## src/rtl/instr_fetch_server_pkg.sv

```systemverilog
// Shared types and defaults for the instruction fetch server.
`default_nettype none
package instr_fetch_server_pkg;

  typedef enum logic [1:0] {
    ST_PROGRAM = 2'd0,
    ST_RUN     = 2'd1,
    ST_HALTED  = 2'd2
  } ifs_state_e;

  localparam int          IFS_ADDR_W    = 7;
  localparam logic [31:0] IFS_NOP_INSTR = 32'hE1A00000;

endpackage
`default_nettype wire

```

## src/rtl/instr_fetch_server_imem_array.sv

```systemverilog
// Instruction storage: one write port, one registered read port, contents never reset.
`default_nettype none
module imem_array #(
  parameter int ADDR_W = 7
) (
  input  logic              clk,
  input  logic              we,
  input  logic [ADDR_W-1:0] waddr,
  input  logic [31:0]       wdata,
  input  logic [ADDR_W-1:0] raddr,
  output logic [31:0]       rdata
);

  logic [31:0] mem [0:(1<<ADDR_W)-1];

  always_ff @(posedge clk) begin
    if (we) begin
      mem[waddr] <= wdata;
    end
    rdata <= mem[raddr];
  end

endmodule
`default_nettype wire

```

## src/rtl/instr_fetch_server.sv

```systemverilog
// Program-load FSM plus two-stage fetch pipeline (F1 address, F2 memory read) feeding decode.
`default_nettype none
module instr_fetch_server
  import instr_fetch_server_pkg::*;
#(
  parameter int          ADDR_W    = IFS_ADDR_W,
  parameter logic [31:0] NOP_INSTR = IFS_NOP_INSTR
) (
  input  logic              clk,
  input  logic              rst_n,
  input  logic              prog_valid,
  output logic              prog_ready,
  input  logic [ADDR_W-1:0] prog_addr,
  input  logic [31:0]       prog_data,
  input  logic              prog_last,
  input  logic [ADDR_W-1:0] fetch_addr,
  input  logic              fetch_en,
  input  logic              flush,
  input  logic              halt,
  output logic [31:0]       instr_out,
  output logic [ADDR_W-1:0] instr_pc,
  output logic              instr_valid,
  output logic              cpu_rst_n
);

  ifs_state_e        state;
  logic              f1_valid;
  logic [ADDR_W-1:0] f1_addr;
  logic              f2_valid;
  logic [ADDR_W-1:0] f2_addr;
  logic [31:0]       rd_data;
  logic              mem_we;

  assign mem_we = (state == ST_PROGRAM) && prog_valid && prog_ready;

  // Read address is F1, so the read data lines up with F2 one edge later.
  imem_array #(.ADDR_W(ADDR_W)) u_imem (
    .clk   (clk),
    .we    (mem_we),
    .waddr (prog_addr),
    .wdata (prog_data),
    .raddr (f1_addr),
    .rdata (rd_data)
  );

  always_ff @(posedge clk or negedge rst_n) begin
    if (!rst_n) begin
      state       <= ST_PROGRAM;
      prog_ready  <= 1'b0;
      cpu_rst_n   <= 1'b0;
      f1_valid    <= 1'b0;
      f1_addr     <= '0;
      f2_valid    <= 1'b0;
      f2_addr     <= '0;
      instr_out   <= NOP_INSTR;
      instr_pc    <= '0;
      instr_valid <= 1'b0;
    end else begin
      f1_valid    <= 1'b0;
      f2_valid    <= f1_valid;
      f2_addr     <= f1_addr;
      instr_valid <= f2_valid;
      instr_out   <= f2_valid ? rd_data : NOP_INSTR;
      instr_pc    <= f2_valid ? f2_addr : '0;
      case (state)
        ST_PROGRAM: begin
          prog_ready <= 1'b1;
          if (prog_valid && prog_ready && prog_last) begin
            state      <= ST_RUN;
            prog_ready <= 1'b0;
            cpu_rst_n  <= 1'b1;
          end
        end
        ST_RUN: begin
          if (halt) begin
            state       <= ST_HALTED;
            cpu_rst_n   <= 1'b0;
            f2_valid    <= 1'b0;
            instr_valid <= 1'b0;
            instr_out   <= NOP_INSTR;
            instr_pc    <= '0;
          end else begin
            if (fetch_en) begin
              f1_valid <= 1'b1;
              f1_addr  <= fetch_addr;
            end
            // A same-edge fetch survives the flush: it is the branch target.
            if (flush) begin
              f2_valid    <= 1'b0;
              instr_valid <= 1'b0;
              instr_out   <= NOP_INSTR;
              instr_pc    <= '0;
            end
          end
        end
        ST_HALTED: begin
          if (prog_valid) begin
            state      <= ST_PROGRAM;
            prog_ready <= 1'b1;
          end
        end
        default: begin
          state      <= ST_PROGRAM;
          prog_ready <= 1'b0;
          cpu_rst_n  <= 1'b0;
        end
      endcase
    end
  end

endmodule
`default_nettype wire

```

## config.mk

```make
export PLATFORM = sky130hd
export DESIGN_NAME = instr_fetch_server
export DESIGN_NICKNAME = d
export VERILOG_FILES = /design/src/rtl/instr_fetch_server_pkg.sv /design/src/rtl/instr_fetch_server_imem_array.sv /design/src/rtl/instr_fetch_server.sv
export SDC_FILE = /design/constraint.sdc
export NUM_CORES = 2
export LEC_CHECK = 0
export BUFFER_PORTS_ARGS = -buffer_cell sky130_fd_sc_hd__buf_2
export CORE_MARGIN = 5
export CORE_UTILIZATION = 55
export CTS_CLUSTER_SIZE = 8
export DETAILED_ROUTE_END_ITERATION = 10
export PLACE_DENSITY = 0.8
export SYNTH_ARGS = -nofsm -noshare
export SYNTH_HDL_FRONTEND = slang
export SYNTH_SLANG_ARGS = --single-unit
export TNS_END_PERCENT = 30
```

## constraint.sdc

```tcl
create_clock -name clk -period 6.4 [get_ports clk]
set_clock_uncertainty 0.05 [all_clocks]
set_input_delay 0 -clock clk [delete_from_list [all_inputs] [get_ports clk]]
set_output_delay 0 -clock clk [all_outputs]
set_load 0.02 [all_outputs]
```

==> results.yml <==
status:
  status: "finished, violations left"
  violations: "max-capacitance violations, max-slew violations"
grt:
  grt_pass1_wl_mm: 690
  grt-ovfl-total: 0
  grt_max_degree: 97
  grt.total_usage_pct: 33.6
  grt_pass1_vias: 82500
  grt_antenna_before_repair: 83
cts:
  ctsResizeCount: 0
  cts.sinks: 4188
  path_clk_slew_ps: 60
  clockBufferDepth: 4
  clk_latency_ps: 990
  numCtsBuffers: 598
  htreeDepth: 6
  cts-root-buf: "clkbuf_16"
  tritoncts: "built"
  cts_setup_buffers: 0
detailed_routing:
  post_drt_wl_per_cell_um: 46.4
  dr.pass1.iters: 8
  drtIter0Drc: 17300
  drt-vias-per-instance: 7.60
  drcViolationCount: 0
  num_vias: 82400
  drt-total-wl_mm: 504
  ant_nets: 0
sta:
  hold_viol_final: 0
  fin_crit_sh_pct: 69.5
  maxSlewViolCount: 8
  tightest_slew_ps: 1500
  min_period_ps: 4450
  fmaxAchievable_mhz: 225
  rsz0062_at_grt: "false"
  setup_viol: 0
  fin_tns_setup_ps: 0
  relSlewSlack_pct: -0.222
worst_setup_path:
  end_kind: "flop"
  worst_ep_required_time_ps: 7190
  crit_type: "reg -> reg"
  r2r_cells: 6
  cp-start-kind: "flop"
  critPathMaxFanout: 38
  reg2reg_setup_slack_ps: 1950
  cp.arrival_ps: 5240
floorplan:
  initial_core_util_pct: 55.1
  dieArea_mm2: 0.299
  rows: 197
  die_w_um: 546
  ios: 95
  core_region_area_mm2: 0.287
  fp.dieH_um: 546
finish:
  area_growth_pct: 15.6
  nets: 6859
  fin_cells: 10800
  layout-drive-gt1-share_pct: 35.9
  stdcell_area_mm2: 0.183
  fin_util_pct: 63.7
  n_fill_cell: 16600
synthesis:
  synth_area_per_cell_um2: 25.8
  synth_edf_count: 4096
  synth_async_sr_flop_share_pct: 1.43
  ys.flop_type: "edfxtp_1"
  ys_ff_latch: 4188
  synth_cell_type_count: 28
  yosys_warnings: 0
  syn-num-nets: 6178
  synthCells: 6125
  seq_area_frac_synth_pct: 79.1
  syn-cell-area_mm2: 0.158
hold_path:
  hold_class: "in -> reg"
  hold-path-cell-count: 2
power:
  vdd_drop_max_v: 0.000316
  power_mw: 83.3
  p_per_area_mw_per_mm2: 455
  leakagePower_nw: 56.9
placed_design:
  dp.cells: 9923
  place_congestion: 0.859
  portBuffers: 94
  place_area_mm2: 0.166
  dp_hpwl_mm: 236
job:
  max-cap-violations: 1
==> path summary, 6_finish.rpt <==
kind	endpoint	startpoint
min in group asynchronous	instr_out[23]$_DFF_PN1_	rst_n
min	u_imem.mem[105][20]$_DFFE_PP_	prog_data[20]
max	u_imem.rdata[14]$_DFF_P_	f1_addr[2]$_DFFE_PN0P_
max in group asynchronous	f1_addr[6]$_DFFE_PN0P_	rst_n
min reg2reg	f2_addr[5]$_DFF_PN0_	f1_addr[5]$_DFFE_PN0P_
max reg2reg	u_imem.rdata[14]$_DFF_P_	f1_addr[2]$_DFFE_PN0P_
==> cells in the final DEF, fill, tap and decap left out, types with 2 or more instances in the layout <==
cell type,synthesis,final
buf_12,0,34
inv_6,0,5
clkbuf_16,0,606
nand2_1,14,13
dfrtp_4,0,6
inv_16,0,11
dfstp_2,6,6
nor2_1,135,9
and2_1,3,3
nand2b_1,7,7
nand3_1,10,8
nor2_4,0,126
o21ai_0,5,4
nor2b_1,5,5
buf_4,6,246
mux2_2,40,40
nand4_1,2,2
nand3_2,0,2
nand3b_1,4,4
buf_2,73,61
dlygate4sd3_1,0,63
clkinv_8,0,15
nand4b_1,3,3
edfxtp_1,4096,4096
dfxtp_1,32,32
nor4_2,0,2
dfrtp_1,54,47
mux4_2,1344,1344
and3_1,34,34
diode_2,0,38
clkbuf_1,185,169
clkinv_16,0,13
==> where the power goes <==
group	total (mW)	leakage, nW	internal (mW)	switching [mW]
Clock	29.5	8.07	17.3	12.3
Sequential	31.2	37.9	30.4	0.796
Combinational	22.5	10.9	9.69	12.8
Total	83.3	56.9	57.4	25.9
==> area by class of cell <==
type	count	area [µm²]	area share, %
well taps	3781	4730	2.59
diodes	38	95.1	0.0520
clock inverters	47	941	0.514
flip-flops and latches	4188	125000	68.4
repair buffers	405	3490	1.91
multi-input cells	1612	32800	17.9
clock buffers	775	15800	8.63
inverters	1	3.75	0.00205
==> critical path, cell delays in order, from the launching register on <==
cell and delay, ps:
dfrtp_4 1140, buf_4 680, buf_4 430, mux4_2 420
mux4_2 560, mux4_2 620, mux2_2 320
==> sequential cells by signal, summed over array words and instances, names as in the netlist <==
name	flops
u_imem.mem	4096
instr_out	32
u_imem.rdata	32
f1_addr	7
f2_addr	7
instr_pc	7
state	2
cpu_rst_n	1
f1_valid	1
f2_valid	1
instr_valid	1
prog_ready	1
==> layer usage <==
layer / up-vias / part of all wire [%] / global-route usage [%]
met4: 58 / 7.3 / 18.6
met5: - / 0.090 / 0.192
met2: 9582 / 48 / 52.5
met1: 42600 / 30 / 41.6
li1: 28100 / - / -
met3: 2070 / 15 / 11.5
==> Yosys cell counts (2+ instances only) <==
library cell | number | share of area, %
nand4b_1 | 3 | 0.017
buf_6 | 3 | 0.021
clkbuf_1 | 185 | 0.44
nor4_1 | 2 | 0.0079
and3_1 | 34 | 0.13
buf_1 | 57 | 0.14
mux4_2 | 1344 | 19
o21ai_0 | 5 | 0.016
edfxtp_1 | 4096 | 78
nand4_1 | 2 | 0.0079
dfxtp_1 | 32 | 0.40
nor2b_1 | 5 | 0.020
and2_1 | 3 | 0.012
nand2_1 | 14 | 0.033
nor2_1 | 135 | 0.32
nand3b_1 | 4 | 0.019
buf_2 | 73 | 0.23
nand3_1 | 10 | 0.032
mux2_2 | 40 | 0.28
dfrtp_1 | 54 | 0.85
nand2b_1 | 7 | 0.028
dfstp_2 | 6 | 0.10
buf_4 | 6 | 0.028
==> logic make-up after synthesis <==
kind of cell	synth area share, %
AO/OA/AOI/OAI	0.0158
buffers and inverters	0.857
flip-flops	79.1
multiplexers	19.4
AND/OR/NAND/NOR	0.650
==> through the flow <==
stage	setup WS [ps]	hold slack [ps]
finish	1950	19.0
global route	2030	25.8
CTS	2080	22.9
detailed placement	2280	137
global placement	2330	125
floorplan	1420	-346
==> timing repair <==
item                        CTS  global route
hold endpoints to repair   2106             0
hold buffers                 64             0
setup endpoints to repair     0             0
No activity file was read; power rests on OpenSTA's default activity.
